$ cat src/rtl/regex_cpu_core_pkg.sv
// Shared definitions for the regex coprocessor: instruction encoding,
// opcode enumeration and the thread-execution state encodings.
package regex_cpu_core_pkg;

   localparam int OPCODE_WIDTH           = 3;
   localparam int INSTRUCTION_DATA_WIDTH = 13;
   localparam int INSTRUCTION_WIDTH      = OPCODE_WIDTH + INSTRUCTION_DATA_WIDTH;

   typedef enum logic [OPCODE_WIDTH-1:0] {
      ACCEPT                = 3'b000,
      SPLIT                 = 3'b001,
      MATCH                 = 3'b010,
      JMP                   = 3'b011,
      END_WITHOUT_ACCEPTING = 3'b100,
      MATCH_ANY             = 3'b101,
      ACCEPT_PARTIAL        = 3'b110,
      NOT_MATCH             = 3'b111
   } opcode_e;

   typedef struct packed {
      opcode_e                           opcode;
      logic [INSTRUCTION_DATA_WIDTH-1:0] data;
   } instruction_t;

   // Thread execution states; plain constants so older tools can consume them.
   localparam logic [2:0] S_IDLE      = 3'd0;
   localparam logic [2:0] S_FETCH     = 3'd1;
   localparam logic [2:0] S_WAIT_DATA = 3'd2;
   localparam logic [2:0] S_EXEC      = 3'd3;
   localparam logic [2:0] S_OUT1      = 3'd4;
   localparam logic [2:0] S_OUT2      = 3'd5;

   function automatic instruction_t unpack_instruction(input logic [INSTRUCTION_WIDTH-1:0] word);
      return instruction_t'(word);
   endfunction

endpackage

$ cat src/rtl/regex_cpu_core.sv
// Single-thread regex execution unit: takes one (pc, cc_id) thread, fetches
// its instruction, executes it against the current character windows and
// emits up to two successor threads or a one-cycle accept pulse.
//
// state       | meaning
// ------------+-----------------------------------------------------------
// S_IDLE      | ready for a new thread from the scheduler
// S_FETCH     | instruction request held on the memory port until accepted
// S_WAIT_DATA | memory accepted; instruction word arrives this cycle
// S_EXEC      | decode/execute; accept pulse lives only here
// S_OUT1      | first (or only) successor presented until taken
// S_OUT2      | second successor of a SPLIT presented until taken
module regex_cpu_core
   import regex_cpu_core_pkg::*;
#(
   parameter int PC_WIDTH          = 9,
   parameter int CC_ID_BITS        = 1,
   parameter int CHARACTER_WIDTH   = 8,
   parameter int MEMORY_WIDTH      = 16,
   parameter int MEMORY_ADDR_WIDTH = 11
) (
   input  logic                                        clk,
   input  logic                                        rst,
   input  logic [(2**CC_ID_BITS)*CHARACTER_WIDTH-1:0]  current_characters,
   input  logic [2**CC_ID_BITS-1:0]                    end_of_string,
   input  logic                                        input_pc_valid,
   output logic                                        input_pc_ready,
   input  logic [CC_ID_BITS-1:0]                       input_cc_id,
   input  logic [PC_WIDTH-1:0]                         input_pc,
   output logic                                        memory_valid,
   output logic [MEMORY_ADDR_WIDTH-1:0]                memory_addr,
   input  logic                                        memory_ready,
   input  logic [MEMORY_WIDTH-1:0]                     memory_data,
   output logic                                        output_pc_valid,
   input  logic                                        output_pc_ready,
   output logic [PC_WIDTH-1:0]                         output_pc,
   output logic [CC_ID_BITS-1:0]                       output_cc_id,
   output logic                                        accepts
);

   localparam int NUM_WINDOWS = 2**CC_ID_BITS;

   logic [2:0]            state_q,   state_d;
   logic [PC_WIDTH-1:0]   pc_q,      pc_d;
   logic [CC_ID_BITS-1:0] cc_q,      cc_d;
   instruction_t          instr_q,   instr_d;
   logic [PC_WIDTH-1:0]   out1_pc_q, out1_pc_d;
   logic [CC_ID_BITS-1:0] out1_cc_q, out1_cc_d;
   logic [PC_WIDTH-1:0]   out2_pc_q, out2_pc_d;
   logic [CC_ID_BITS-1:0] out2_cc_q, out2_cc_d;
   logic                  second_q,  second_d;

   logic [CHARACTER_WIDTH-1:0] exec_char;
   logic                       exec_eos;
   logic                       exec_accept;
   logic                       exec_emit;
   logic                       exec_second;
   logic [PC_WIDTH-1:0]        exec_pc;
   logic [CC_ID_BITS-1:0]      exec_cc;
   logic [PC_WIDTH-1:0]        pc_plus1;
   logic [CC_ID_BITS-1:0]      cc_plus1;
   logic [PC_WIDTH-1:0]        target;
   logic [CHARACTER_WIDTH-1:0] data_char;
   logic                       unused_instr_bits;

   assign pc_plus1  = pc_q + PC_WIDTH'(1);
   assign cc_plus1  = cc_q + CC_ID_BITS'(1);
   assign target    = instr_q.data[PC_WIDTH-1:0];
   assign data_char = instr_q.data[CHARACTER_WIDTH-1:0];
   assign exec_eos  = end_of_string[cc_q];

   // Only the low bits of the payload carry meaning for any opcode.
   assign unused_instr_bits = ^instr_q;

   // Pick the character window addressed by the thread's cc_id.
   always_comb begin
      exec_char = '0;
      for (int i = 0; i < NUM_WINDOWS; i++) begin
         if (cc_q == CC_ID_BITS'(i)) begin
            exec_char = current_characters[i*CHARACTER_WIDTH +: CHARACTER_WIDTH];
         end
      end
   end

   // Instruction decode: accept condition and first successor thread.
   always_comb begin
      exec_accept = 1'b0;
      exec_emit   = 1'b0;
      exec_second = 1'b0;
      exec_pc     = pc_plus1;
      exec_cc     = cc_q;
      case (instr_q.opcode)
         ACCEPT: begin
            exec_accept = exec_eos;
         end
         SPLIT: begin
            exec_emit   = 1'b1;
            exec_second = 1'b1;
         end
         MATCH: begin
            exec_emit = !exec_eos && (exec_char == data_char);
            exec_cc   = cc_plus1;
         end
         JMP: begin
            exec_emit = 1'b1;
            exec_pc   = target;
         end
         END_WITHOUT_ACCEPTING: begin
            exec_emit = 1'b0;
         end
         MATCH_ANY: begin
            exec_emit = !exec_eos;
            exec_cc   = cc_plus1;
         end
         ACCEPT_PARTIAL: begin
            exec_accept = 1'b1;
         end
         NOT_MATCH: begin
            exec_emit = !exec_eos && (exec_char != data_char);
            exec_cc   = cc_plus1;
         end
         default: begin
            exec_emit = 1'b0;
         end
      endcase
   end

   // Next-state logic and capture of thread, instruction and successors.
   always_comb begin
      state_d   = state_q;
      pc_d      = pc_q;
      cc_d      = cc_q;
      instr_d   = instr_q;
      out1_pc_d = out1_pc_q;
      out1_cc_d = out1_cc_q;
      out2_pc_d = out2_pc_q;
      out2_cc_d = out2_cc_q;
      second_d  = second_q;
      case (state_q)
         S_IDLE: begin
            if (input_pc_valid) begin
               pc_d    = input_pc;
               cc_d    = input_cc_id;
               state_d = S_FETCH;
            end
         end
         S_FETCH: begin
            if (memory_ready) begin
               state_d = S_WAIT_DATA;
            end
         end
         S_WAIT_DATA: begin
            instr_d = unpack_instruction(memory_data[INSTRUCTION_WIDTH-1:0]);
            state_d = S_EXEC;
         end
         S_EXEC: begin
            // Successors are frozen here so they stay stable while the
            // character windows move on underneath a stalled output.
            out1_pc_d = exec_pc;
            out1_cc_d = exec_cc;
            out2_pc_d = target;
            out2_cc_d = cc_q;
            second_d  = exec_second;
            state_d   = exec_emit ? S_OUT1 : S_IDLE;
         end
         S_OUT1: begin
            if (output_pc_ready) begin
               state_d = second_q ? S_OUT2 : S_IDLE;
            end
         end
         S_OUT2: begin
            if (output_pc_ready) begin
               state_d = S_IDLE;
            end
         end
         default: begin
            state_d = S_IDLE;
         end
      endcase
   end

   // State and datapath registers with synchronous active-low reset.
   always_ff @(posedge clk) begin
      if (!rst) begin
         state_q   <= S_IDLE;
         pc_q      <= '0;
         cc_q      <= '0;
         instr_q   <= '0;
         out1_pc_q <= '0;
         out1_cc_q <= '0;
         out2_pc_q <= '0;
         out2_cc_q <= '0;
         second_q  <= 1'b0;
      end else begin
         state_q   <= state_d;
         pc_q      <= pc_d;
         cc_q      <= cc_d;
         instr_q   <= instr_d;
         out1_pc_q <= out1_pc_d;
         out1_cc_q <= out1_cc_d;
         out2_pc_q <= out2_pc_d;
         out2_cc_q <= out2_cc_d;
         second_q  <= second_d;
      end
   end

   // Outputs are forced low while reset is held, whatever the state register holds.
   always_comb begin
      input_pc_ready  = rst && (state_q == S_IDLE);
      memory_valid    = rst && (state_q == S_FETCH);
      memory_addr     = rst ? MEMORY_ADDR_WIDTH'(pc_q) : '0;
      output_pc_valid = rst && ((state_q == S_OUT1) || (state_q == S_OUT2));
      output_pc       = '0;
      output_cc_id    = '0;
      if (output_pc_valid) begin
         output_pc    = (state_q == S_OUT2) ? out2_pc_q : out1_pc_q;
         output_cc_id = (state_q == S_OUT2) ? out2_cc_q : out1_cc_q;
      end
      accepts = rst && (state_q == S_EXEC) && exec_accept;
   end

endmodule

$ cat config.mk
export PLATFORM = sky130hd
export DESIGN_NAME = regex_cpu_core
export DESIGN_NICKNAME = d
export VERILOG_FILES = /design/src/rtl/regex_cpu_core_pkg.sv /design/src/rtl/regex_cpu_core.sv
export SDC_FILE = /design/constraint.sdc
export NUM_CORES = 1
export LEC_CHECK = 0
export ABC_AREA = 0
export BUFFER_PORTS_ARGS = -buffer_cell sky130_fd_sc_hd__buf_2
export CAP_MARGIN = 40
export CORE_UTILIZATION = 47
export CTS_BUF_LIST = sky130_fd_sc_hd__clkbuf_16
export DETAILED_ROUTE_END_ITERATION = 10
export GPL_ROUTABILITY_DRIVEN = 0
export PLACE_DENSITY = 0.76
export RECOVER_POWER = 100
export SYNTH_ARGS = -nofsm -noshare
export SYNTH_HDL_FRONTEND = slang
export SYNTH_SLANG_ARGS = --single-unit
$ cat constraint.sdc
create_clock -name clk -period 1.7 [get_ports clk]
set_clock_uncertainty 0.05 [all_clocks]
set_input_delay 0.34 -clock clk [delete_from_list [all_inputs] [get_ports clk]]
set_output_delay 0.34 -clock clk [all_outputs]
set_load 0.1 [all_outputs]
==> results of run 1 <==
final timing paths:
path / start / depth (start not counted) / end / slack (ns)
max: cc_q / 5 / accepts / -0.40
max reg2reg: cc_q / 9 / state_q[2] / -0.38
min: input_cc_id / 3 / cc_q / 0.25
min reg2reg: out1_pc_q[5] / 2 / out1_pc_q[5] / 0.42
worst max-delay path, delay by kind of cell (launching register included):
family,cells,cell delay [ns]
AO/OA/AOI/OAI,1,0.24
buffers and inverters,2,0.36
flip-flops,1,0.34
multiplexers,1,0.14
AND/OR/NAND/NOR,1,0.35
logic make-up (layout without fill, tap and decap cells):
group	Yosys count	count (layout)	synth area share (%)
adders and majority gates	1	1	0.4945
other	1	2	0.1482
DFF	46	46	36.40
xor gates and xnor gates	17	17	5.885
buffers and inverters	23	128	4.105
muxes	23	23	9.100
AOI/OAI and AO/OA	62	62	16.32
and+or+nand+nor	138	138	27.55
what timing repair did:
item | CTS | global route
setup buffers | 13 | 5
setup endpoints to repair | 15 | 16
pin swaps | 15 | 8
cloned | 2 | 1
gates resized for setup | 23 | 9
layout by cell type, fill, tap and decap left out, types with 3 or more instances in the layout:
cell type and count:
sky130_fd_sc_hd__nand2_1 65, sky130_fd_sc_hd__buf_2 46, sky130_fd_sc_hd__dfxtp_1 44, sky130_fd_sc_hd__a21boi_0 26, sky130_fd_sc_hd__buf_4 26, sky130_fd_sc_hd__buf_12 26, sky130_fd_sc_hd__mux2i_1 20, sky130_fd_sc_hd__nor2b_1 15
sky130_fd_sc_hd__nand3_4 10, sky130_fd_sc_hd__a21oi_4 10, sky130_fd_sc_hd__xnor2_1 10, sky130_fd_sc_hd__buf_6 9, sky130_fd_sc_hd__xor2_1 7, sky130_fd_sc_hd__a21oi_1 6, sky130_fd_sc_hd__o21ai_0 6, sky130_fd_sc_hd__and2_0 5
sky130_fd_sc_hd__nor2_1 5, sky130_fd_sc_hd__clkbuf_16 5, sky130_fd_sc_hd__and2_2 4, sky130_fd_sc_hd__clkinvlp_4 3, sky130_fd_sc_hd__nand3b_1 3, sky130_fd_sc_hd__nand3_1 3, sky130_fd_sc_hd__mux2i_2 3, sky130_fd_sc_hd__and3_1 3
sky130_fd_sc_hd__nand2b_1 3, sky130_fd_sc_hd__nand4_1 3, sky130_fd_sc_hd__a21o_1 3, sky130_fd_sc_hd__clkbuf_2 3, sky130_fd_sc_hd__clkbuf_1 3
Yosys cell counts:
library cell,instances
sky130_fd_sc_hd__nand2_1,67
sky130_fd_sc_hd__dfxtp_1,46
sky130_fd_sc_hd__a21boi_0,27
sky130_fd_sc_hd__mux2i_1,23
sky130_fd_sc_hd__a21oi_1,16
sky130_fd_sc_hd__clkbuf_1,16
sky130_fd_sc_hd__nor2b_1,16
sky130_fd_sc_hd__nand3_1,13
sky130_fd_sc_hd__and2_1,11
sky130_fd_sc_hd__xnor2_1,10
sky130_fd_sc_hd__xor2_1,7
sky130_fd_sc_hd__o21ai_0,6
sky130_fd_sc_hd__nor2_1,5
sky130_fd_sc_hd__nand2b_1,4
sky130_fd_sc_hd__a211oi_1,3
sky130_fd_sc_hd__a21o_1,3
sky130_fd_sc_hd__and3_1,3
sky130_fd_sc_hd__nand3b_1,3
sky130_fd_sc_hd__nand4_1,3
sky130_fd_sc_hd__nor3_1,3
sky130_fd_sc_hd__a211o_1,2
sky130_fd_sc_hd__buf_2,2
sky130_fd_sc_hd__buf_4,2
sky130_fd_sc_hd__inv_1,2
sky130_fd_sc_hd__nor4_2,2
sky130_fd_sc_hd__o211ai_1,2
sky130_fd_sc_hd__or3_1,2
sky130_fd_sc_hd__a31oi_1,1
sky130_fd_sc_hd__and3b_1,1
sky130_fd_sc_hd__and4_1,1
sky130_fd_sc_hd__buf_6,1
sky130_fd_sc_hd__conb_1,1
sky130_fd_sc_hd__ha_1,1
sky130_fd_sc_hd__nor3b_1,1
sky130_fd_sc_hd__nor4b_2,1
sky130_fd_sc_hd__o211a_1,1
sky130_fd_sc_hd__o22ai_1,1
sky130_fd_sc_hd__or2_2,1
sky130_fd_sc_hd__or3b_1,1
per-stage QoR:
step	cells	instance area, um2
final	487	4217
after global routing	487	4217
after CTS	482	4242
after detailed placement	459	3796
after global placement	459	3796
after floorplan	312	2879
power groups by stage:
| stage | Sequential [mW] | Combinational [mW] | Clock (mW) |
|---|---|---|---|
| after floorplan | 1.19 | 0.469 | 0 |
| after global placement | 1.20 | 0.726 | 0 |
| after detailed placement | 1.20 | 0.744 | 0 |
| after CTS | 1.18 | 0.812 | 1.11 |
| after global routing | 1.18 | 0.866 | 1.17 |
| final | 1.18 | 0.820 | 1.11 |
per-layer routing:
layer  share of wire [%]  wire length, um  track usage, %
met5                   0                0               0
met4                 2.0              162           10.29
met3                 4.4              353           6.217
met2                  52             4139           47.12
met1                  42             3326           36.86
cell type report:
type	count	area [um2]	area share [%]
clock buffers	5	125.1	2.967
inverters	2	11.26	0.2671
well taps	70	87.58	2.077
flip-flops and latches	46	925.9	21.96
repair buffers	118	1166	27.66
clock inverters	3	45.04	1.068
multi-input cells	243	1856	44.01
sequential cells by signal, summed over array words and instances, names as in the netlist:
signal / cells
instr_q: 4
data_char: 8
out2_pc_q: 9
out2_cc_q: 1
out1_pc_q: 9
cc_q: 1
pc_q: 9
out1_cc_q: 1
second_q: 1
state_q: 3
==> summary.md, run 1 <==
| Metric | Value |
|---|---|
| Total net switching power | a little over 0.9 mW |
| Final-report max-slew violation count | 0 |
| Layout area overhead | 66.67% |
| Status | finished with violations |
| Filler Cell Count | between 300 and 400 |
| Wire length per cell | 16.39 um |
| Unrepaired setup endpoints after global routing | yes |
| Max-cap violations | 0 |
| HPWL after DPL | just over 5000 um |
| Ant. Diodes | 0 |
| Initial antenna violation count | 0 |
| Hold Slack | 0.2463 ns |
| Worst slack after detailed placement | -0.2227 ns |
| Starting DRT DRC Count | between 100 and 150 |
| Syn. warnings | 0 |
| Clock tree from TritonCTS | done |
| Htree depth | 2 |
| Pin count of the biggest net entering global routing | 29 |
| Maximum clock frequency | 0.4756 GHz |
| Post-Syn Instances | just over 300 |
| Critical-path top delay cell | sky130_fd_sc_hd__or3_4 |
| Internal cell power | about 2.2 mW |
| Number of global-route vias before repair | roughly 2400 |
| Hold-fix buffer count after cts | 0 |
| Total of buffers placed on input and output ports | 67 |
| Clock net sink count | 46 |
| Clock buffer depth | 2 |
| Global router's overall resource usage | 28.51% |
| Proportion of power drawn by combinational gates | 26.4% |
| Routed Antenna Nets | 0 |
| Share of Yosys cell area claimed by the top area cell type | 36.40% |
| Total of flip-flops plus latches after synthesis | 46 |
| Part of the cycle the worst path needs | 123.7% |
| Startpoint kind of the worst setup timing path | flop |
| Layout cells sized above 1 | between 30% and 40% |
| Seq/Total Area, Yosys | about 36% |
| Clock network fraction of total power | 35.7% |
| Hold Crit Class | in2reg |
| Violations in the final reports | setup timing |
| Class of the most critical setup path | reg2out |
| Required time reported for the critical path endpoint | 1.31 ns |
| Synth cell types | 39 |
| Cell chain of the critical path | buf_4 > mux2i_1 > or3_4 > a211oi_4 > buf_12 |
| First-pass DRT Iterations | 4 |
| Dominant cell type by area after synthesis | sky130_fd_sc_hd__dfxtp_1 |
| Crit end category | primary output |
| Arrival @ worst endpoint | 1.71 ns |
| Width of the die | ~75 um |
| GR Overflow Total | 0 |
| Crit-path max cell delay | approximately 0.35 ns |
| Top post-synthesis cells by area | sky130_fd_sc_hd__dfxtp_1, sky130_fd_sc_hd__nand2_1, sky130_fd_sc_hd__mux2i_1, sky130_fd_sc_hd__a21boi_0, sky130_fd_sc_hd__nor2b_1 |
| Final WS setup | -0.4027 ns |
| Effective utilization at floorplan | between 40% and 50% |
| Sw frac | around 30% |
| Via Count | 2600 |
| Final hold viol count | 0 |
| Final total power | 3.105 mW |
| Syn Area/Cell | roughly 8.1 um2 |
| Number of design rule violations left after detail routing | 0 |
| Floorplan row count | 26 |
| Crit-path max FO | 3 |
| Crit path time final | roughly 2.1 ns |
| Final-layout setup total negative slack | -3.924 ns |
| Routed vias/inst | 5.339 |
| Area enclosed by the die boundary | around 5700 um2 |
| Highest ir drop seen on vdd | between 600 and 700 uV |
| Clk root buf | sky130_fd_sc_hd__clkbuf_16 |
| Source-to-sink clock delay at the later pin of the worst-skew pair | approximately 0.29 ns |
| Post-Route Utilization | just over 80% |
| Number of top-level pins | 74 |
| Sequential group share of total power | between 30% and 40% |
| Final net count | about 470 |
| Die height | approximately 75 um |
| Global-route wire length before repair | between 10000 and 15000 um |
| Clock edge transition at the registers on the reported setup and hold paths | 0.06 ns |
| Area of the mapped netlist | between 2000 and 3000 um2 |
| PwrDens | ~740 nW/um2 |
| Endpoints failing setup | 25 |
| Total routed wirelength | around 8000 um |
| Total leakage power | around 1.5 nW |
| Total core area | ~5000 um2 |
| Number of buffers inserted during clock tree synthesis | 5 |
No activity file was read; power rests on OpenSTA's default activity.
==> run 2, diff against run 1 <==
- CORE_UTILIZATION: 47 -> 52
- PLACE_DENSITY: 0.76 -> 0.8
- clock period: 1.7 -> 2.15 ns (I/O delays scaled with it)
==> run 2 against run 1 <==
Flip-flop and latch count unchanged. Largest power group unchanged. Wire length fell by 17%. Largest cell class unchanged. Count of clock-buffer cells in the layout did not move. Combinational power fell by 39%. Highest routed layer unchanged. The run now ends clean. Clock power is 22% lower.
==> summary.md, run 2 (synthesis gave the netlist of run 1 again) <==
| Metric | Value |
|---|---|
| Routed Antenna Nets | 0 (unchanged) |
| Initial antenna violation count | 0 (unchanged) |
| Buffers inserted during post-CTS setup optimization | 0 (was 13) |
| Total routed wirelength | 6626 um (was 7982 um) |
| Number of global-route vias before repair | 2219 (was 2443) |
| Number of design rule violations left after detail routing | 0 (unchanged) |
| Class of the most critical setup path | reg2out (unchanged) |
| Floorplan row count | 25 (was 26) |
| Highest ir drop seen on vdd | 546.5 uV (was 670.1 uV) |
| Worst-case headroom to the max-slew limit | 34.53% |
| Effective utilization at floorplan | 53.92% (was 49.22%) |
| Global-route wire length before repair | 10910 um (was 11920 um) |
| Clock net sink count | 46 (unchanged) |
| Clock network fraction of total power | 37.7% (was 35.7%) |
| Reg-to-reg critical path endpoint | state_q[2] (unchanged) |
| Number of buffers inserted during clock tree synthesis | 5 (unchanged) |
| Clock edge transition at the registers on the reported setup and hold paths | 0.06 ns (about the same) |
| Crit path time final | 2.104 ns |
| Total net switching power | 0.6652 mW (was 0.9269 mW) |
| Arrival @ worst endpoint | 1.62 ns (was 1.71 ns) |
| Final non-filler cell total | 435 (was 487) |
| Cell chain of the critical path | nor2b_1 > buf_6 > nand2_1 > buf_12 > a21oi_4 > buf_12 (was buf_4 > mux2i_1 > or3_4 > a211oi_4 > buf_12) |
| Internal cell power | 1.635 mW (was 2.178 mW) |
| Sw frac | 28.93% (was 29.85%) |
| Cell class contributing the biggest share of worst-path delay | buffers and inverters (unchanged) |
| Total leakage power | 1.279 nW (was 1.514 nW) |
| PwrDens | 644.2 nW/um2 (was 736.3 nW/um2) |
| Wire length per cell | 15.23 um (was 16.39 um) |
| Multi-input combinational cell area | 1637 um2 (was 1856 um2) |
| Biggest regs | out1_pc_q x9, out2_pc_q x9, pc_q x9 (unchanged) |
| Worst Reg-to-Reg Cells | 6 (was 9) |
| First-pass DRT Iterations | 4 (unchanged) |
| Crit-path max cell delay | 0.35 ns (about the same) |
| Max-cap violations | 0 (unchanged) |
| Htree depth | 2 (unchanged) |
| Layout cells sized above 1 | 27.30% (was 39.81%) |
| Source of the worst register-to-register timing path | cc_q (unchanged) |
| Total stage count of the critical path | 6 (was 5) |
| Required time reported for the critical path endpoint | 1.67 ns (was 1.31 ns) |
| Hold Slack | 0.3398 ns (was 0.2463 ns) |
| Ant. Diodes | 0 (unchanged) |
| Area enclosed by the die boundary | 5148 um2 (was 5680 um2) |
| Sequential group share of total power | 40.7% (was 37.9%) |
| Total core area | 4692 um2 (was 5140 um2) |
| Total of buffers placed on input and output ports | 67 (unchanged) |
| Unrepaired setup endpoints after global routing | no (was yes) |
| GR Overflow Total | 0 (unchanged) |
| Die height | 71.75 um (was 75.37 um) |
| Final hold viol count | 0 (unchanged) |
| Clock tree from TritonCTS | done (unchanged) |
| HPWL after DPL | 4676 um (was 5127 um) |
| Worst slack after detailed placement | 0.1855 ns (was -0.2227 ns) |
| Most frequent standard cell in the layout excluding fill and tap cells | sky130_fd_sc_hd__nand2_1 (unchanged) |
| Area taken by flip-flops and latches | 920.9 um2 (was 925.9 um2) |
| Inst Count DP | 427 (was 459) |
| Filler Cell Count | 308 (was 304) |
| Final WS setup | 0.04606 ns (was -0.4027 ns) |
| Sum of buffers and inverters on the critical path | 3 (was 2) |
| Clock buffer depth | 2 (unchanged) |
| Starting DRT DRC Count | 159 (was 144) |
| Setup crit start | state_q[2] (was cc_q) |
| Width of the die | 71.75 um (was 75.37 um) |
| Status | finished, final reports clean (was finished with violations) |
| Critical-path top delay cell | sky130_fd_sc_hd__dfxtp_1 (was sky130_fd_sc_hd__or3_4) |
| Worst setup path endpoint | output_pc[8] (was accepts) |
| Routed vias/inst | 5.589 (was 5.339) |
| Worst-margin pin slew | a little under 1 ns |
| Number of top-level pins | 74 (unchanged) |
| Crit-path max FO | 12 (was 3) |
| Cell mode on critical path | sky130_fd_sc_hd__buf_12 |
| Final-report max-slew violation count | 0 (unchanged) |
| Proportion of power drawn by combinational gates | 21.7% (was 26.4%) |
| Via Count | 2431 (was 2600) |
| Endpoints failing setup | 0 (was 25) |
| Source-to-sink clock delay at the later pin of the worst-skew pair | 0.28 ns (was 0.29 ns) |
| Pin count of the biggest net entering global routing | 32 (was 29) |
| Global router's overall resource usage | 27.46% (was 28.51%) |
| Part of the cycle the worst path needs | between 90% and 100% |
| Layout area overhead | 41.10% (was 66.67%) |
| Crit end category | primary output (unchanged) |
| Startpoint kind of the worst setup timing path | flop (unchanged) |
| Clk root buf | sky130_fd_sc_hd__clkbuf_16 (unchanged) |
| Slack of the worst reg-to-reg path | 0.13 ns (was -0.38 ns) |
| Hold Crit Class | in2reg (unchanged) |
| Maximum clock frequency | between 0.4 and 0.5 GHz |
| Commonest cells after routing, fill and taps aside | sky130_fd_sc_hd__nand2_1, sky130_fd_sc_hd__dfxtp_1, sky130_fd_sc_hd__buf_2, sky130_fd_sc_hd__a21boi_0, sky130_fd_sc_hd__mux2i_1 (was sky130_fd_sc_hd__nand2_1, sky130_fd_sc_hd__buf_2, sky130_fd_sc_hd__dfxtp_1) |
| Final net count | 430 (was 466) |
-- run 2: metal layers --
metal | up-vias | GRT usage, % | share of wire, %
met1 | 1127 | 36.03 | 43
met3 | 10 | 3.094 | 5.2
met2 | 98 | 46.44 | 50
li1 | 1196 | - | -
met4 | 0 | 10.46 | 1.5
met5 | - | 0 | 0
-- run 2: cell type report --
class	count	share of cell area, %
Multi-Input combinational cell	243	45.85
Sequential cell	46	25.80
Timing Repair Buffer	82	21.49
Clock buffer	5	3.505
Tap cell	54	1.893
Clock inverter	3	1.157
Inverter	2	0.3155
-- run 2: what timing repair did --
action | 4_1_cts | 5_1_grt
cloned | 0 | 0
gates resized for setup | 1 | 2
pin swaps | 0 | 1
hold buffers | 0 | 0
setup endpoints to repair | 10 | 4
-- run 2: how the worst min path moves through the flow --
| stage | startpoint | endpoint | slack, ns | cells past startpoint |
|---|---|---|---|---|
| 2_1_floorplan | out1_pc_q[0] | out1_pc_q[0] | 0.39 | 2 |
| 3_3_place_gp | out1_pc_q[0] | out1_pc_q[0] | 0.40 | 2 |
| 3_5_place_dp | out1_pc_q[6] | out1_pc_q[6] | 0.41 | 2 |
| 4_1_cts | input_pc[7] | pc_q[7] | 0.34 | 3 |
| 5_1_grt | input_pc[2] | pc_q[2] | 0.35 | 3 |
| 6_report | input_pc[3] | pc_q[3] | 0.34 | 3 |
-- run 2: worst reg2reg max path, stage by stage (launching register included) --
cell and delay [ns]:
sky130_fd_sc_hd__dfxtp_1 0.38, sky130_fd_sc_hd__buf_6 0.19, sky130_fd_sc_hd__mux2i_1 0.25, sky130_fd_sc_hd__xnor2_1 0.12
sky130_fd_sc_hd__nor4_2 0.37, sky130_fd_sc_hd__a31oi_1 0.14, sky130_fd_sc_hd__or3b_1 0.40
-- run 2: power by group through the flow --
stage	Clock (mW)	Combinational, mW	Sequential (mW)
3_3_place_gp	0	0.489	0.950
5_1_grt	0.906	0.530	0.941
4_1_cts	0.870	0.506	0.934
2_1_floorplan	0	0.340	0.938
6_report	0.866	0.498	0.936
3_5_place_dp	0	0.501	0.952
-- run 2: stage by stage --
stage / power, mW / TNS, ns / area [um2] / utilization [%]
floorplan: 1.277 / -0.8082 / 2685 / -
detailed placement: 1.453 / 0 / 3455 / 73.63
global route: 2.377 / 0 / 3570 / 76.08
global placement: 1.439 / 0 / 3455 / 73.63
CTS: 2.310 / 0 / 3623 / 77.23
finish: 2.300 / 0 / 3570 / 76.08
==> run 3, diff against run 2 <==
--- a/config.mk
+++ b/config.mk
@@ -9,4 +9,5 @@
 export BUFFER_PORTS_ARGS = -buffer_cell sky130_fd_sc_hd__buf_2
 export CAP_MARGIN = 40
+export CORE_ASPECT_RATIO = 0.6
 export CORE_UTILIZATION = 52
 export CTS_BUF_LIST = sky130_fd_sc_hd__clkbuf_16
--- a/constraint.sdc
+++ b/constraint.sdc
@@ -3,3 +3,3 @@
 set_input_delay 0.43 -clock clk [delete_from_list [all_inputs] [get_ports clk]]
 set_output_delay 0.43 -clock clk [all_outputs]
-set_load 0.1 [all_outputs]
+set_load 0.05 [all_outputs]
==> run 3 against run 2 <==
Critical path depth did not move. Hold slack gained 0.0012 ns. Non-clock buffer count grew 1. Sequential power up 0.7%. Count of clock-buffer cells in the layout is the same. Largest power group unchanged. Fmax grew 1.0%. Total power down 12%.
==> summary.md, run 3 (synthesis gave the netlist of run 1 again) <==
| Metric | Value |
|---|---|
| Required time reported for the critical path endpoint | 1.67 ns (about the same) |
| Clock tree from TritonCTS | done (unchanged) |
| Worst slack after detailed placement | 0.1609 ns (was 0.1855 ns) |
| Hold Crit Class | in2reg (unchanged) |
| Effective utilization at floorplan | 54.86% (was 53.92%) |
| Worst-case headroom to the max-slew limit | 41.48% (was 34.53%) |
| Most frequent standard cell in the layout excluding fill and tap cells | sky130_fd_sc_hd__nand2_1 (unchanged) |
| Final net count | 431 (was 430) |
| Depth of the worst hold-timing path | 3 (unchanged) |
| Total core area | 4612 um2 (was 4692 um2) |
| Floorplan row count | 19 (was 25) |
| Crit-path max FO | 7 (was 12) |
| Routed Antenna Nets | 0 (unchanged) |
| Post-Route Utilization | 68.67% (was 76.08%) |
| Ant. Diodes | 0 (unchanged) |
| Number of design rule violations left after detail routing | 0 (unchanged) |
| Die height | 56.03 um (was 71.75 um) |
| Final non-filler cell total | 443 (was 435) |
| GR Overflow Total | 0 (unchanged) |
| Endpoints failing setup | 0 (unchanged) |
| Unrepaired setup endpoints after global routing | no (unchanged) |
| Inst Count DP | 436 (was 427) |
| Final-report max-slew violation count | 0 (unchanged) |
| Layout cells sized above 1 | 24.74% (was 27.30%) |
| Source-to-sink clock delay at the later pin of the worst-skew pair | 0.28 ns (about the same) |
| Biggest regs | out1_pc_q x9, out2_pc_q x9, pc_q x9 (unchanged) |
| Final-layout setup total negative slack | 0 ns (unchanged) |
| Clock edge transition at the registers on the reported setup and hold paths | 0.06 ns (about the same) |
| Class of the most critical setup path | reg2out (unchanged) |
| Total of buffers placed on input and output ports | 67 (unchanged) |
| Final WS setup | 0.06726 ns (was 0.04606 ns) |
| Area enclosed by the die boundary | 5158 um2 (was 5148 um2) |
| Crit path time final | 2.083 ns (was 2.104 ns) |
| Number of top-level pins | 74 (unchanged) |
| Global routing met1 resource utilization | 40.54% (was 36.03%) |
| Global-route wire length before repair | 10520 um (was 10910 um) |
| Global router's overall resource usage | 26.20% (was 27.46%) |
| Starting DRT DRC Count | 204 (was 159) |
| Placed inst area | 3004 um2 (was 3455 um2) |
| Highest ir drop seen on vdd | 387.2 uV (was 546.5 uV) |
| HPWL after DPL | 4734 um (was 4676 um) |
| Number of global-route vias before repair | 2161 (was 2219) |
| Layout area overhead | 25.17% (was 41.10%) |
| Finished Cell Area | 3167 um2 (was 3570 um2) |
| Number of buffers inserted during clock tree synthesis | 5 (unchanged) |
| Commonest cells after routing, fill and taps aside | sky130_fd_sc_hd__nand2_1, sky130_fd_sc_hd__dfxtp_1, sky130_fd_sc_hd__buf_2, sky130_fd_sc_hd__a21boi_0, sky130_fd_sc_hd__mux2i_1 (unchanged) |
| Maximum clock frequency | 0.4801 GHz (was 0.4753 GHz) |
| Arrival @ worst endpoint | 1.60 ns (was 1.62 ns) |
| Worst Reg-to-Reg Cells | 6 (unchanged) |
| Initial antenna violation count | 0 (unchanged) |
| Clk root buf | sky130_fd_sc_hd__clkbuf_16 (unchanged) |
| Crit end category | primary output (unchanged) |
| Pin count of the biggest net entering global routing | 30 (was 32) |
| Worst-margin pin slew | 0.8778 ns (was 0.9821 ns) |
| Met3 GRT Util | 5.738% (was 3.094%) |
| Status | finished, final reports clean (unchanged) |
| Clock net sink count | 46 (unchanged) |
| Width of the die | 92.05 um (was 71.75 um) |
| GRT busiest layer | met1 (was met2) |
| PwrDens | 641.5 nW/um2 (was 644.2 nW/um2) |
| Wire length per cell | 14.11 um (was 15.23 um) |
| Htree depth | 2 (unchanged) |
| Routed vias/inst | 5.345 (was 5.589) |
| Max-cap violations | 0 (unchanged) |
| Global-route track usage on met2 | 36.25% (was 46.44%) |
| First-pass DRT Iterations | 4 (unchanged) |
| Total routed wirelength | 6250 um (was 6626 um) |
| Clock buffer depth | 2 (unchanged) |
| Hold Slack | 0.3410 ns (was 0.3398 ns) |
| Final total power | 2.032 mW (was 2.300 mW) |
| Startpoint kind of the worst setup timing path | flop (unchanged) |
| Part of the cycle the worst path needs | 96.87% (was 97.86%) |
| Total leakage power | 1.202 nW (was 1.279 nW) |
| Via Count | 2368 (was 2431) |
| Final hold viol count | 0 (unchanged) |
-- run 3: routing by layer --
metal	wire length, um	vias to the layer above
li1	-	1191
met1	3093	1086
met2	2617	84
met3	484	7
met4	55	0
met5	0	-
-- run 3: final cells by class --
class                           instances  area (um2)
Sequential cell                        46       922.1
Timing Repair Buffer                   83       471.7
Multi-Input combinational cell        243        1558
Clock inverter                          1       3.754
Clock buffer                            5       125.1
Tap cell                               63       78.83
Fill cell                             399        1445
Inverter                                2       7.507
-- run 3: repair_timing --
| action | 4_1_cts | 5_1_grt |
|---|---|---|
| buffers inserted | 0 | 1 |
| setup endpoints to repair | 10 | 12 |
| hold buffers | 0 | 0 |
| gates resized for setup | 5 | 17 |
-- run 3: final timing paths --
kind	startpoint	endpoint	slack, ns
worst max-delay path	state_q[2]	output_pc[4]	0.07
worst min-delay path	input_pc[6]	pc_q[6]	0.34
worst max register to register	cc_q	state_q[2]	0.17
worst min register to register	out2_pc_q[2]	out2_pc_q[2]	0.41
-- run 3: power by group --
part | leakage, nW | switching, mW | internal [mW]
Combinational | 0.765 | 0.219 | 0.157
Sequential | 0.373 | 0.0530 | 0.890
Clock | 0.0632 | 0.299 | 0.413
-- run 3: critical path, cell delays in order, from the launching register on --
cell	delay (ns)
sky130_fd_sc_hd__dfxtp_1	0.36
sky130_fd_sc_hd__nor2b_2	0.17
sky130_fd_sc_hd__buf_6	0.14
sky130_fd_sc_hd__nand2_1	0.10
sky130_fd_sc_hd__buf_4	0.19
sky130_fd_sc_hd__a21oi_1	0.11
sky130_fd_sc_hd__clkbuf_4	0.24
